File: src/rtl/mcs51_bus_pkg.sv
// Shared types and constants for the 8051-style external bus master.
`timescale 1ns/1ps
package mcs51_bus_pkg;

  localparam int CNT_W = 3;

  localparam int ALE_CYC_DEF    = 2;
  localparam int STROBE_CYC_DEF = 4;
  localparam int HOLD_CYC_DEF   = 1;

  typedef enum logic [2:0] {
    IDLE,
    ADDR,
    LATCH,
    STROBE,
    HOLD,
    GAP
  } state_t;

  function automatic logic [CNT_W-1:0] cnt_load(int cyc);
    return CNT_W'(cyc - 1);
  endfunction

endpackage

File: src/rtl/mcs51_phase_timer.sv
// Loadable down-counter for bus phase timing; zero marks the last
// clock of the current phase.
`timescale 1ns/1ps
module mcs51_phase_timer
  import mcs51_bus_pkg::*;
(
  input  logic             clock,
  input  logic             rst,
  input  logic             load,
  input  logic [CNT_W-1:0] load_val,
  output logic             zero
);

  logic [CNT_W-1:0] cnt;

  always_ff @(posedge clock) begin
    if (rst) begin
      cnt <= '0;
    end else if (load) begin
      cnt <= load_val;
    end else if (cnt != '0) begin
      cnt <= cnt - CNT_W'(1);
    end
  end

  assign zero = (cnt == '0);

endmodule

File: src/rtl/mcs51_bus_master.sv
// Multiplexed 8051-style bus initiator with Moore outputs.
// Define MCS51_BUS_GAP_EN to add a cs_n-high GAP state after HOLD.
`timescale 1ns/1ps
module mcs51_bus_master
  import mcs51_bus_pkg::*;
#(
  parameter int ALE_CYC    = ALE_CYC_DEF,
  parameter int STROBE_CYC = STROBE_CYC_DEF,
  parameter int HOLD_CYC   = HOLD_CYC_DEF
) (
  input  logic        clock,
  input  logic        rst,
  input  logic        req_valid,
  output logic        req_ready,
  input  logic        req_write,
  input  logic [15:0] req_addr,
  input  logic [7:0]  req_wdata,
  output logic        done,
  output logic [7:0]  rdata,
  output logic        cs_n,
  output logic        ale,
  output logic [7:0]  abus,
  output logic        w_n,
  output logic        r_n,
  output logic [7:0]  dbus_o,
  output logic        dbus_oe,
  input  logic [7:0]  dbus_i
);

  if (ALE_CYC < 1 || ALE_CYC > 8) begin : g_bad_ale
    $fatal(1, "ALE_CYC out of range");
  end
  if (STROBE_CYC < 2 || STROBE_CYC > 8) begin : g_bad_strobe
    $fatal(1, "STROBE_CYC out of range");
  end
  if (HOLD_CYC < 1 || HOLD_CYC > 8) begin : g_bad_hold
    $fatal(1, "HOLD_CYC out of range");
  end

  state_t           state;
  logic [15:0]      addr_q;
  logic [7:0]       wdata_q;
  logic             write_q;
  logic             tload;
  logic [CNT_W-1:0] tval;
  logic             zero;
  logic             hs;

  assign hs = req_valid && req_ready;

  // Timer reloads on the same edge that enters the next timed phase.
  always_comb begin
    tload = 1'b0;
    tval  = '0;
    unique case (state)
      IDLE: begin
        if (hs) begin
          tload = 1'b1;
          tval  = cnt_load(ALE_CYC);
        end
      end
      LATCH: begin
        tload = 1'b1;
        tval  = cnt_load(STROBE_CYC);
      end
      STROBE: begin
        if (zero) begin
          tload = 1'b1;
          tval  = cnt_load(HOLD_CYC);
        end
      end
      default: begin
        tload = 1'b0;
        tval  = '0;
      end
    endcase
  end

  mcs51_phase_timer u_timer (
    .clock    (clock),
    .rst      (rst),
    .load     (tload),
    .load_val (tval),
    .zero     (zero)
  );

  always_ff @(posedge clock) begin
    if (rst) begin
      state     <= IDLE;
      cs_n      <= 1'b1;
      ale       <= 1'b0;
      w_n       <= 1'b1;
      r_n       <= 1'b1;
      dbus_oe   <= 1'b0;
      dbus_o    <= '0;
      abus      <= '0;
      done      <= 1'b0;
      rdata     <= '0;
      req_ready <= 1'b0;
      addr_q    <= '0;
      wdata_q   <= '0;
      write_q   <= 1'b0;
    end else begin
      done <= 1'b0;
      unique case (state)
        IDLE: begin
          req_ready <= 1'b1;
          cs_n      <= 1'b1;
          if (hs) begin
            addr_q    <= req_addr;
            wdata_q   <= req_wdata;
            write_q   <= req_write;
            req_ready <= 1'b0;
            cs_n      <= 1'b0;
            ale       <= 1'b1;
            abus      <= req_addr[15:8];
            dbus_o    <= req_addr[7:0];
            dbus_oe   <= 1'b1;
            state     <= ADDR;
          end
        end
        ADDR: begin
          if (zero) begin
            ale   <= 1'b0;
            state <= LATCH;
          end
        end
        LATCH: begin
          state <= STROBE;
          if (write_q) begin
            w_n    <= 1'b0;
            dbus_o <= wdata_q;
          end else begin
            r_n     <= 1'b0;
            dbus_oe <= 1'b0;
          end
        end
        STROBE: begin
          if (zero) begin
            w_n   <= 1'b1;
            r_n   <= 1'b1;
            state <= HOLD;
            if (!write_q) begin
              rdata <= dbus_i;
            end
          end
        end
        HOLD: begin
          if (zero) begin
            cs_n    <= 1'b1;
            dbus_oe <= 1'b0;
            dbus_o  <= '0;
`ifdef MCS51_BUS_GAP_EN
            state   <= GAP;
`else
            state     <= IDLE;
            done      <= 1'b1;
            req_ready <= 1'b1;
`endif
          end
        end
        GAP: begin
          state     <= IDLE;
          done      <= 1'b1;
          req_ready <= 1'b1;
        end
        default: begin
          state <= IDLE;
        end
      endcase
    end
  end

endmodule

File: config.mk
export PLATFORM = sky130hd
export DESIGN_NAME = mcs51_bus_master
export DESIGN_NICKNAME = d
export VERILOG_FILES = /design/src/rtl/mcs51_bus_pkg.sv /design/src/rtl/mcs51_phase_timer.sv /design/src/rtl/mcs51_bus_master.sv
export SDC_FILE = /design/constraint.sdc
export NUM_CORES = 1
export LEC_CHECK = 0
export CAP_MARGIN = 0
export CELL_PAD_IN_SITES_DETAIL_PLACEMENT = 2
export CELL_PAD_IN_SITES_GLOBAL_PLACEMENT = 2
export CORE_UTILIZATION = 29
export CTS_BUF_LIST = sky130_fd_sc_hd__clkbuf_8
export CTS_CLUSTER_SIZE = 30
export DETAILED_ROUTE_END_ITERATION = 6
export PLACE_DENSITY = 0.88
export REMOVE_ABC_BUFFERS = 1
export SLEW_MARGIN = 20
export SYNTH_ARGS = -nofsm -noshare
export SYNTH_HDL_FRONTEND = slang
export SYNTH_SLANG_ARGS = --single-unit
File: constraint.sdc
create_clock -name clock -period 3.3 [get_ports clock]
set_input_delay 0.33 -clock clock [delete_from_list [all_inputs] [get_ports clock]]
set_output_delay 0.33 -clock clock [all_outputs]
set_load 0.02 [all_outputs]
==> flow_results.org, run 1 <==
** Power and ir drop
- Across the VDD grid, the largest voltage drop is approximately 0.26 mV.
- Clock share of power :: 0.321
- In this run the static leakage power is roughly 0.0011 uW.
- Switching component of the power :: 502 uW
- Power per cell area :: roughly 560 mW/mm2
- Portion of total power attributed to sequential cells :: 0.410
- Switching Share :: 0.307
- Cell internal power was estimated by the tool at 1140 uW.
- Of the total power, combinational logic draws 0.270.

** Synth
- Synth Register Bits :: 46
- Counting every instance in the synthesized netlist gives about 250.
- Share of synthesized area occupied by flip-flops and latches :: 0.443
- The mapped netlist covers approximately 0.0021 mm2.
- Synthesis instantiated 38 different standard cells from the library.
- EDFF count, synth :: 0
- Post-synthesis async set-or-reset flop share :: 0
- Yosys printed 0 warnings.
- Top_reg_cell synth :: sky130_fd_sc_hd__dfxtp_1
- Averaged over all synthesized cells, the footprint is ~8.5 um2.

** Final layout
- Counting the fill cells in the layout gives between 700 and 800.
- In the final design database the tool counted about 340 nets.
- In the final layout, flip-flops and latches occupy about 920 um2.
- Number of non-filler instances in the completed layout :: about 400
- Fin area :: about 0.0029 mm2
- Synthesis-to-finish area growth :: 40.3%
- Layout cells sized above 1 :: 0.0525
- Ant. Diodes :: 0
- In the final layout, the multi-input gates occupy 0.00102 mm2.

** Timing
- Clock skew after layout :: 0.00341 ns
- The number of slew-limit violations in the final report was 0.
- Max Clock Freq :: roughly 0.44 GHz
- Hold timing on the final database bottoms out at a slack of around 0.46 ns.
- In this run the tightest slew margin relative to its limit is 0.410.
- Post-route worst setup slack :: between 1 and 1.5 ns
- RSZ-0062 raised after global routing :: no
- Summed over all failing endpoints, the final setup total negative slack is 0 ns.
- Worst Max-Slew Pin Slew :: between 0.8 and 0.9 ns
- The number of hold-slack violations in the final timing report was 0.
- Fraction of the cycle the final worst path needs :: 0.695
- Setup Viol. Count Final :: 0
- Fin crit period :: 2.29 ns

** Global route
- Via count of the first global-routing pass :: 2235
- The first global-routing pass estimated around 11000 um of wire.
- Across every metal layer, demand over resource in global routing totals 0.194.
- Entering global routing, the biggest net connects 28 pins.
- The number of antenna violations at the first check in global routing came to 0.
- Global routing finished with a remaining overflow of 0.

** Floorplanning
- For this configuration, the core starts out at a cell density of 0.303.
- In this run the core area contains 30 standard-cell rows.
- The floorplan step defined a core boundary enclosing approximately 0.007 mm2.
- The floorplan step defined a die boundary enclosing roughly 0.0075 mm2.
- The die is roughly 87 um tall.
- Chip width :: a little under 90 um
- During I/O placement, the number of pins put on the boundary was 67.

** Drt
- Routed length per placed instance :: about 17 um
- The routed design has ~6900 um of wire.
- Post-DRT Antenna Nets :: 0
- Number of violations reported at the end of detailed-routing iteration 0 :: ~140
- Vias after detailed routing :: 2087
- Number of DRC violations after detailed routing :: 0
- The pre-antenna-repair detailed-routing pass consisted of 5 iterations.
- Using the TritonRoute via totals, the vias-per-cell ratio works out to around 5.2.

** Clock tree
- Number of sinks on the clock net :: 46
- Buffers inserted to repair hold after CTS numbered 0.
- # H-tree levels :: 2
- Once the clock tree was built, the setup fixing pass inserted 0 buffers.
- Maximum count of clock buffers along a single path :: 2
- TritonCTS built the clock tree.
- Number of gates resized after cts :: 0
- The later pin in the worst-skew pair is clocked with a latency of between 0.3 and 0.4 ns.
- Clock tree synthesis inserted a total of 5 buffers.
- Clock tree root buffer cell :: sky130_fd_sc_hd__clkbuf_8
- Clk slew on worst S/H paths :: roughly 0.09 ns

** Critical path
- STA puts the critical path data arrival time at approximately 2.5 ns.
- Critical Setup Path Class :: flop to flop
- The worst setup path is captured at a flop.
- STA puts the critical path data required time at about 3.5 ns.
- Top fanout value on the critical path :: 20
- STA classifies the critical path startpoint as a flop.
- Across all register-to-register paths, the minimum setup slack is 1.01 ns.

** Hold path
- Class of the tightest hold or removal check :: flop to flop

** Place
- Placer congestion estimate :: between 0.7 and 0.8
- Summing all placed instances gives a cell area of 0.00277 mm2.
- Dpl cells :: 393
- IO Port Bufs :: between 60 and 70
- After legalization and detailed placement, the total HPWL measured 4600 um.
- Post-place setup slack :: around 1.1 ns

** Run
- Across the run, the number of max-cap violations was 0.

** Outcome
- Status :: complete, no violations
-- flip-flops by register name (all words and copies together) (netlist names), 3 cells and up --
signal       cells
abus             8
wdata_q          8
dbus_o           8
rdata            8
u_timer.cnt      3
state            3
-- cell type report --
type                            instances  share of cell area
Timing Repair Buffer                   71               0.239
Tap cell                               96              0.0412
Multi-Input combinational cell        175               0.348
Inverter                                5             0.00644
Sequential cell                        46               0.316
Clock inverter                          2              0.0206
Clock buffer                            6              0.0283
-- per-stage QoR --
stage | util | power, uW
after floorplan | - | 910
after global placement | 0.404 | 1100
after detailed placement | 0.404 | 1120
after CTS | 0.425 | 1660
after global routing | 0.425 | 1720
final | 0.425 | 1640
-- cell families (layout without fill, tap and decap cells) --
group | Yosys count | in the layout | share of synthesized area
simple gates | 98 | 98 | 0.236
compound gates | 65 | 65 | 0.193
flops | 46 | 46 | 0.443
buf+inv | 25 | 84 | 0.0686
mux | 9 | 9 | 0.0433
fa+ha+maj | 2 | 2 | 0.0120
xor+xnor | 1 | 1 | 0.00421
-- power by group through the flow --
stage / Combinational [uW] / Clock (uW) / Sequential [uW]
CTS: 447 / 540 / 671
floorplan: 209 / 0 / 701
global route: 485 / 555 / 679
detailed placement: 438 / 0 / 682
finish: 441 / 525 / 671
global placement: 420 / 0 / 678
-- routing by layer --
metal / track usage / part of all wire / up-vias / routed length, um
li1: - / - / 981 / -
met1: 0.209 / 0.40 / 1037 / 2750
met2: 0.372 / 0.54 / 59 / 3740
met3: 0.0495 / 0.045 / 10 / 312
met4: 0.0576 / 0.014 / 0 / 99
met5: 0 / 0 / - / 0
-- worst max-delay path, cell delays in order, from the launching register on --
cell	delay (ns)
sky130_fd_sc_hd__dfxtp_1	0.91
sky130_fd_sc_hd__and2b_1	0.38
sky130_fd_sc_hd__nand4b_1	0.49
sky130_fd_sc_hd__mux2i_1	0.34
sky130_fd_sc_hd__nor2_1	0.06
-- synth_stat cells, types with 2 or more instances --
cell / count / area share
sky130_fd_sc_hd__a2111oi_0: 2 / 0.0084
sky130_fd_sc_hd__a21oi_1: 33 / 0.079
sky130_fd_sc_hd__a222oi_1: 8 / 0.039
sky130_fd_sc_hd__and2b_1: 2 / 0.0072
sky130_fd_sc_hd__buf_2: 5 / 0.012
sky130_fd_sc_hd__buf_6: 5 / 0.027
sky130_fd_sc_hd__clkbuf_1: 7 / 0.013
sky130_fd_sc_hd__dfxtp_1: 46 / 0.44
sky130_fd_sc_hd__ha_1: 2 / 0.012
sky130_fd_sc_hd__inv_1: 5 / 0.0090
sky130_fd_sc_hd__mux2i_1: 9 / 0.043
sky130_fd_sc_hd__nand2_1: 44 / 0.079
sky130_fd_sc_hd__nand2b_1: 9 / 0.027
sky130_fd_sc_hd__nand3_1: 4 / 0.0096
sky130_fd_sc_hd__nor2_1: 13 / 0.023
sky130_fd_sc_hd__nor3_1: 18 / 0.043
sky130_fd_sc_hd__o21ai_0: 11 / 0.026
sky130_fd_sc_hd__o21bai_1: 2 / 0.0072
sky130_fd_sc_hd__o31ai_1: 2 / 0.0072
-- placed cells by master (no fill, tap or decap), types with 2 or more instances in the layout --
cell,instances
sky130_fd_sc_hd__clkdlybuf4s50_1,66
sky130_fd_sc_hd__dfxtp_1,46
sky130_fd_sc_hd__nand2_1,44
sky130_fd_sc_hd__a21oi_1,33
sky130_fd_sc_hd__nor3_1,18
sky130_fd_sc_hd__nor2_1,13
sky130_fd_sc_hd__o21ai_0,11
sky130_fd_sc_hd__mux2i_1,9
sky130_fd_sc_hd__nand2b_1,9
sky130_fd_sc_hd__a222oi_1,8
sky130_fd_sc_hd__clkbuf_8,6
sky130_fd_sc_hd__inv_1,5
sky130_fd_sc_hd__buf_4,5
sky130_fd_sc_hd__nand3_1,4
sky130_fd_sc_hd__and2b_1,2
sky130_fd_sc_hd__a2111oi_0,2
sky130_fd_sc_hd__o31ai_1,2
sky130_fd_sc_hd__o21bai_1,2
sky130_fd_sc_hd__ha_1,2
sky130_fd_sc_hd__bufinv_16,2
-- path summary, 6_finish.rpt --
path | start | end | cells after the start
max | state[1]$_SDFFE_PP0P_ | rdata[0]$_SDFFE_PP0P_ | 4
min | abus[3]$_SDFFE_PP0P_ | abus[3]$_SDFFE_PP0P_ | 2
max reg2reg | state[1]$_SDFFE_PP0P_ | rdata[0]$_SDFFE_PP0P_ | 4
min reg2reg | abus[3]$_SDFFE_PP0P_ | abus[3]$_SDFFE_PP0P_ | 2
Note: power is estimated with default switching activity, not from simulation.
==> run 2: changes to the inputs <==
--- a/config.mk
+++ b/config.mk
@@ -8,11 +8,11 @@
 export CAP_MARGIN = 0
 export CELL_PAD_IN_SITES_DETAIL_PLACEMENT = 2
 export CELL_PAD_IN_SITES_GLOBAL_PLACEMENT = 2
-export CORE_UTILIZATION = 29
+export CORE_UTILIZATION = 27
 export CTS_BUF_LIST = sky130_fd_sc_hd__clkbuf_8
 export CTS_CLUSTER_SIZE = 30
 export DETAILED_ROUTE_END_ITERATION = 6
-export PLACE_DENSITY = 0.88
+export PLACE_DENSITY = 0.83
 export REMOVE_ABC_BUFFERS = 1
 export SLEW_MARGIN = 20
 export SYNTH_ARGS = -nofsm -noshare
==> constraint.sdc (replaced) <==
create_clock -name clock -period 2.2 [get_ports clock]
set_input_delay 0.22 -clock clock [delete_from_list [all_inputs] [get_ports clock]]
set_output_delay 0.22 -clock clock [all_outputs]
set_load 0.02 [all_outputs]
==> run 2 against run 1 <==
Effect of this change: clock power grew 26%; clock skew grew 0.0088 ns; critical path type unchanged; register-to-register slack lost 0.70 ns; utilization shrank 2.7 points; via count shrank 2.3%.
==> flow_results.org, run 2 (synthesized netlist as in run 1, its figures left out) <==
** Outcome
- The run finished with clean final reports.

** Floorplanning
- Chip width :: 89.8 um (+3.6%)
- Height of the die :: 89.8 um (+3.6%)
- Top-level port count :: 67 (unchanged)
- Initial cell density of the core :: 0.284 (-0.0191)
- Core outline area :: 0.00733 mm2 (+6.7%)
- The area of the die came to 0.00806 mm2 (+7.2%).
- The number of placement rows was 31 (+3.3%).

** Final layout
- The share of final-layout standard cells stronger than drive strength 1 was 0.0649 (+0.0125).
- The library cell used most frequently in the layout, excluding fill and tap cells, is sky130_fd_sc_hd__clkdlybuf4s50_1.
- Most frequent cells in the layout :: 65 x sky130_fd_sc_hd__clkdlybuf4s50_1, 46 x sky130_fd_sc_hd__dfxtp_1, 44 x sky130_fd_sc_hd__nand2_1
- Synthesis-to-finish area growth :: 40.2% (about the same)
- Filler cells :: 827 (+5.1%)
- The number of inserted diodes came to 0 (unchanged).
- The net count of the finished layout is 346 (+1.2%).

** Global route
- GRT Total Usage :: 0.169 (-0.0249)
- Via count of the first global-routing pass :: 2207 (-1.3%)
- Maximum number of pins on one net before global-route repair :: 31 (+11%)
- The number of antenna violations at the first check in global routing was 0 (unchanged).
- The remaining global-route overflow was 0 (unchanged).
- Wire length of the first global-routing pass :: 11000 um (-1.8%)

** Critical path
- The worst path buffer plus inverter count was 0 (unchanged).
- CP startpoint kind :: flop
- Slowest stage cell on the critical path :: sky130_fd_sc_hd__dfxtp_1
- The maximum fanout encountered on the critical timing path was 16 (-20%).
- Critical Setup Path Class :: flop to flop
- Kind of end point of the critical path :: flop
- Series of cell instances along the critical path :: nand4bb_1 -> a21o_1 -> a222oi_1 -> nor3_1
- Required time of the critical path :: 2.38 ns (-1.12 ns)
- The maximum cell stage delay along the critical path is 0.67 ns (-0.24 ns).
- Arrival time worst endpoint :: 2.07 ns (-0.42 ns)
- Largest delay contributor family on the critical path :: compound AO/OA/AOI/OAI gates

** Clock tree
- Hold buffers post-CTS :: 0 (unchanged)
- The number of buffers inserted by post-CTS setup repair is 0 (unchanged).
- Clock tree root buffer cell :: sky130_fd_sc_hd__clkbuf_8
- Clk_lat worst skew :: 0.31 ns (about the same)
- The H-tree depth reported by CTS is 2 (unchanged).
- CTS Buf Count :: 5 (unchanged)
- TritonCTS built the clock tree.
- Number of gates resized after cts :: 0 (unchanged)
- The number of clock sinks came to 46 (unchanged).
- Maximum count of clock buffers along a single path :: 2 (unchanged)
- Clk slew on worst S/H paths :: 0.10 ns (about the same)

** Drt
- The vias after detailed routing is 2039 (-2.3%).
- Total wire length after detailed routing :: 6530 um (-5.5%)
- Number of violations reported at the end of detailed-routing iteration 0 :: 65 (-55%)
- The via-per-instance ratio is 5.01 (-3.7%).
- Number of DRC violations after detailed routing :: 0 (unchanged)
- The number of iterations in the first detailed-routing pass was 5 (unchanged).
- The count of nets left with antenna violations after detail routing came to 0 (unchanged).
- The routed wire length per instance was 16.0 um (-6.9%).

** Timing
- Max-slew violation total from the final report :: 0 (unchanged)
- Worst Max-Slew Pin Slew :: 0.677 ns (-0.207 ns)
- RSZ-0062 raised after global routing :: no
- The final sum of negative setup slack was 0 ns (unchanged).
- The least setup slack across all paths after layout came to 0.309 ns (-0.696 ns).
- The maximum operating frequency was 0.529 GHz (+21%).
- The headroom to the max-slew limit is 0.546 (+0.136).
- The number of hold-slack violations in the final timing report is 0 (unchanged).
- The count of endpoints failing setup in the final report is 0 (unchanged).
- Clock skew after layout :: 0.0123 ns (+0.00885 ns)
- Fin crit period :: 1.89 ns (-0.404 ns)
- The part of the cycle the worst path needs was 0.859 (+0.164).
- The final hold slack was 0.405 ns (-0.0585 ns).

** Power and ir drop
- Worst vdd ir :: 0.308 mV (+19%)
- Leakage power of the design :: 0.00111 uW (+0.62%)
- Power per cell area :: 802 mW/mm2 (+43%)
- The power after layout is 2340 uW (+43%).

** Place
- The count of input and output buffers is 66 (unchanged).
- The placer's final routability congestion estimate came to 0.753 (-3.7%).
- HPWL after DPL :: 4600 um (+0.18%)
- The post-place setup slack came to 0.313 ns (-0.743 ns).

** Hold path
- The min-delay analysis places its worst path in the category input pin to flop.

** Run
- Max-capacitance violation count :: 0 (unchanged)
[run 2: cell types whose count changed in the layout (fill, tap and decap cells not counted), sizes merged]
cell,delta
buf,+5
clkdlybuf4s50,-1
bufinv,-1
[run 2: final timing paths]
check / from / endpoint / slack [ns] / depth (start not counted)
worst max-delay path: state[2]$_SDFFE_PP0P_ / dbus_o[5]$_SDFFE_PP0P_ / 0.31 / 4
worst min register to register: abus[3]$_SDFFE_PP0P_ / abus[3]$_SDFFE_PP0P_ / 0.46 / 2
worst max register to register: state[2]$_SDFFE_PP0P_ / dbus_o[5]$_SDFFE_PP0P_ / 0.31 / 4
worst min-delay path: rst / rdata[4]$_SDFFE_PP0P_ / 0.40 / 2
[run 2: worst register-to-register path: stages (launching register included)]
cell and delay, ns:
sky130_fd_sc_hd__dfxtp_1 0.67, sky130_fd_sc_hd__nand4bb_1 0.23, sky130_fd_sc_hd__a21o_1 0.33, sky130_fd_sc_hd__a222oi_1 0.42
sky130_fd_sc_hd__nor3_1 0.10
[run 2: per-stage QoR]
stage               cells   util  cell area (um2)
floorplan             226      -             1960
global placement      400  0.382             2800
detailed placement    400  0.382             2800
CTS                   407  0.398             2920
global route          407  0.398             2920
finish                407  0.398             2920
[run 2: final cells by class]
| type | instances | area [um2] | share of cell area |
|---|---|---|---|
| repair buffers | 75 | 723 | 0.248 |
| well taps | 99 | 124 | 0.0425 |
| clock buffers | 6 | 82.6 | 0.0283 |
| flip-flops and latches | 46 | 921 | 0.316 |
| inverters | 5 | 18.8 | 0.00644 |
| multi-input cells | 175 | 1020 | 0.348 |
| clock inverters | 1 | 30.0 | 0.0103 |
[run 2: routing by layer]
metal	GRT usage	wire, um
met1	0.192	2780
met2	0.310	3360
met3	0.0431	295
met4	0.0492	89
met5	0	0
[run 2: report_power, final]
part           switching (uW)  leakage [uW]  internal, uW
Sequential               74.5      0.000375           917
Combinational             380      0.000674           304
Clock                     299     0.0000573           364
==> run 3: changes to the inputs <==
--- a/config.mk
+++ b/config.mk
@@ -8,11 +8,11 @@
 export CAP_MARGIN = 0
 export CELL_PAD_IN_SITES_DETAIL_PLACEMENT = 2
 export CELL_PAD_IN_SITES_GLOBAL_PLACEMENT = 2
-export CORE_UTILIZATION = 27
+export CORE_UTILIZATION = 29
 export CTS_BUF_LIST = sky130_fd_sc_hd__clkbuf_8
 export CTS_CLUSTER_SIZE = 30
 export DETAILED_ROUTE_END_ITERATION = 6
-export PLACE_DENSITY = 0.83
+export PLACE_DENSITY = 0.89
 export REMOVE_ABC_BUFFERS = 1
 export SLEW_MARGIN = 20
 export SYNTH_ARGS = -nofsm -noshare
==> constraint.sdc (replaced) <==
create_clock -name clock -period 2.4 [get_ports clock]
set_input_delay 0.24 -clock clock [delete_from_list [all_inputs] [get_ports clock]]
set_output_delay 0.24 -clock clock [all_outputs]
set_load 0.02 [all_outputs]
==> run 3 against run 2 <==
Effect of this change: cell area shrank 1.2%; global-route usage grew 0.74 points; worst hold slack gained 0.060 ns; flip-flop and latch count is the same; non-clock buffer count shrank 2; first-iteration DRC count grew 34%; via count shrank 1.0%; register-to-register slack gained 0.19 ns; critical path type unchanged; largest cell class unchanged.
==> flow_results.org, run 3 (synthesized netlist as in run 1, its figures left out) <==
** Outcome
- The flow ran to the end, and the final reports show no timing, DRC or antenna violations.

** Critical path
- The startpoint identified for the worst register-to-register timing path is state[2]$_SDFFE_PP0P_.
- Kind of end point of the critical path :: flop
- Required time of the critical path :: 2.56 ns (+0.18 ns)
- Slowest stage cell on the critical path :: sky130_fd_sc_hd__dfxtp_1
- Arrival time worst endpoint :: 2.06 ns (about the same)
- Setup slack, reg-to-reg :: 0.50 ns (+0.19 ns)
- CP startpoint kind :: flop
- Delay contributed by the slowest stage of the critical path :: 0.57 ns (-0.10 ns)
- The worst-case reg-to-reg path depth is 6 (+2).
- Series of cell instances along the critical path :: buf_4 -> buf_4 -> nor2_1 -> a22o_1 -> a222oi_1 -> nor3_1
- Library cell appearing most often on the critical path :: sky130_fd_sc_hd__buf_4
- Top fanout value on the critical path :: 13 (-3)
- The worst setup path is of the flop to flop kind.
- The worst register-to-register path ends at dbus_o[7]$_SDFFE_PP0P_.

** Floorplanning
- The number of placement rows came to 30 (-3.2%).
- Core outline area :: 0.00687 mm2 (-6.3%)
- The starting density of the core is 0.303 (+0.0191).
- The die extent in x is 86.7 um (-3.4%).
- Height of the die :: 86.7 um (-3.4%)
- The area of the die is 0.00751 mm2 (-6.7%).
- Top-level port count :: 67 (unchanged)

** Global route
- The all-layer global routing usage came to 0.177 (+0.00744).
- Wire length of the first global-routing pass :: 10400 um (-5.7%)
- Maximum number of pins on one net before global-route repair :: 45 (+45%)
- The remaining global-route overflow came to 0 (unchanged).
- Via count of the first global-routing pass :: 2120 (-3.9%)
- Number of antenna violations at the first check in global routing :: 0 (unchanged)

** Final layout
- Most frequent cells in the layout :: 65 x sky130_fd_sc_hd__clkdlybuf4s50_1, 46 x sky130_fd_sc_hd__dfxtp_1, 44 x sky130_fd_sc_hd__nand2_1
- The net count of the finished layout came to 344 (-0.58%).
- Ant. Diodes :: 0 (unchanged)
- The share of final-layout standard cells stronger than drive strength 1 came to 0.0619 (-0.00305).
- Filler cells :: 783 (-5.3%)
- Commonest non-fill, non-tap cell in the layout :: sky130_fd_sc_hd__clkdlybuf4s50_1
- From synthesis to final layout, the design area changed by 38.4%.

** Clock tree
- The hold-fix buffer count after cts is 0 (unchanged).
- # H-tree levels :: 2 (unchanged)
- The post-CTS clock slew at the launch and capture registers of the worst setup and hold paths came to 0.09 ns (about the same).
- The number of buffers inserted by post-CTS setup repair was 0 (unchanged).
- CTS Buf Count :: 5 (unchanged)
- Maximum count of clock buffers along a single path :: 2 (unchanged)
- Number of gates resized after cts :: 0 (unchanged)
- Number of sinks on the clock net :: 46 (unchanged)
- The tree is rooted in a sky130_fd_sc_hd__clkbuf_8.
- Clk_lat worst skew :: 0.30 ns (about the same)
- TritonCTS built the clock tree.

** Timing
- The final sum of negative setup slack was 0 ns (unchanged).
- RSZ-0062 raised after global routing :: no
- The final hold slack was 0.464 ns (+0.0597 ns).
- The slew at the pin closest to its max-slew limit is 0.812 ns (+0.136 ns).
- Max-slew violation total from the final report :: 0 (unchanged)
- The part of the cycle the worst path needs is 0.791 (-0.0681).
- The maximum operating frequency is 0.527 GHz (-0.45%).
- The headroom to the max-slew limit was 0.458 (-0.0874).
- The worst clock skew came to 0.00822 ns (-0.00404 ns).
- The final period demand of the worst path came to 1.90 ns (+0.00853 ns).
- Final Hold Viols :: 0 (unchanged)
- The count of endpoints failing setup in the final report came to 0 (unchanged).

** Drt
- The aggregate routed wire length was 6360 um (-2.5%).
- DR pass1 iterations :: 6 (+1)
- Vias after detailed routing :: 2018 (-1.0%)
- Routed length per placed instance :: 15.8 um (-1.6%)
- Post-DRT Antenna Nets :: 0 (unchanged)
- Post-DR vias/cell :: 5.01 (about the same)
- Number of violations reported at the end of detailed-routing iteration 0 :: 87 (+34%)
- The remaining design rule violation count was 0 (unchanged).

** Hold path
- Destination of the worst hold path :: wdata_q[2]$_SDFFE_PP0P_
- Min-Delay Path Depth :: 2 (unchanged)
- The worst hold path begins at wdata_q[2]$_SDFFE_PP0P_.
- Class of the tightest hold or removal check :: flop to flop

** Power and ir drop
- Leakage power of the design :: 0.00109 uW (-1.8%)
- The total power divided by cell area is 705 mW/mm2 (-12%).
- The net switching component of the power is 681 uW (-9.6%).
- The proportion of power drawn by the clock network is 0.250 (-0.033).
- Switching Share :: 0.335 (+0.0133)
- The combinational cell fraction of total power came to 0.301 (+0.008).
- The sequential share of power was 0.449 (+0.025).
- Worst vdd ir :: 0.228 mV (-26%)
- Cell-internal power :: 1350 uW (-15%)

** Place
- IO Port Bufs :: 66 (unchanged)
- The placer's final routability congestion estimate came to 0.775 (+3.0%).
- The detailed placement HPWL was 4440 um (-3.6%).

** Run
- Max-capacitance violation count :: 0 (unchanged)
## run 3: cell count changes in the layout (fill, tap and decap cells not counted)
cell                         delta
sky130_fd_sc_hd__bufinv_16      -1
sky130_fd_sc_hd__buf_4          -2
sky130_fd_sc_hd__clkinvlp_4     +1
sky130_fd_sc_hd__clkinv_2       +1
## run 3: worst max-delay path by stage
stage	from	slack [ns]	end
after CTS	state[1]$_SDFFE_PP0P_	0.48	dbus_o[6]$_SDFFE_PP0P_
after floorplan	u_timer.cnt[0]$_SDFFE_PP0P_	0.55	rdata[0]$_SDFFE_PP0P_
final	state[2]$_SDFFE_PP0P_	0.50	dbus_o[7]$_SDFFE_PP0P_
after global placement	req_valid	0.59	dbus_o[4]$_SDFFE_PP0P_
after global routing	state[2]$_SDFFE_PP0P_	0.36	dbus_o[7]$_SDFFE_PP0P_
after detailed placement	state[1]$_SDFFE_PP0P_	0.52	dbus_o[2]$_SDFFE_PP0P_
## run 3: cell type report
| class | instances | area [um2] | share of cell area |
|---|---|---|---|
| Multi-Input combinational cell | 175 | 1020 | 0.353 |
| Sequential cell | 46 | 921 | 0.320 |
| Timing Repair Buffer | 73 | 708 | 0.246 |
| Tap cell | 96 | 120 | 0.0417 |
| Clock buffer | 6 | 82.6 | 0.0287 |
| Inverter | 5 | 18.8 | 0.00652 |
| Clock inverter | 2 | 12.5 | 0.00435 |
## run 3: worst max-delay path: cells and delay by family, from the launching register on
family / cells / cell delay (ns)
AND/OR/NAND/NOR: 2 / 0.15
AO/OA/AOI/OAI: 2 / 0.59
buffers and inverters: 2 / 0.45
flip-flops: 1 / 0.57
## run 3: through the flow
step / std cells / utilization / area, um2 / setup WS (ns) / total power, uW
after global routing: 403 / 0.419 / 2880 / 0.358 / 2140
final: 403 / 0.419 / 2880 / 0.501 / 2030
after detailed placement: 395 / 0.405 / 2780 / 0.517 / 1540
after global placement: 395 / 0.405 / 2780 / 0.595 / 1510
after CTS: 403 / 0.419 / 2880 / 0.475 / 2050
after floorplan: 226 / - / 1960 / 0.553 / 1250
## run 3: power groups by stage
stage               Combinational [uW]  Clock [uW]  Sequential (uW)
floorplan                          287           0              964
global placement                   584           0              924
global route                       671         545              923
finish                             612         507              912
CTS                                617         524              913
detailed placement                 613           0              930
## run 3: routing by layer
| layer | vias up | GRT usage | part of all wire |
|---|---|---|---|
| li1 | 982 | - | - |
| met1 | 983 | 0.213 | 0.44 |
| met2 | 49 | 0.317 | 0.51 |
| met3 | 4 | 0.0343 | 0.038 |
| met4 | 0 | 0.0515 | 0.010 |
| met5 | - | 0 | 0 |
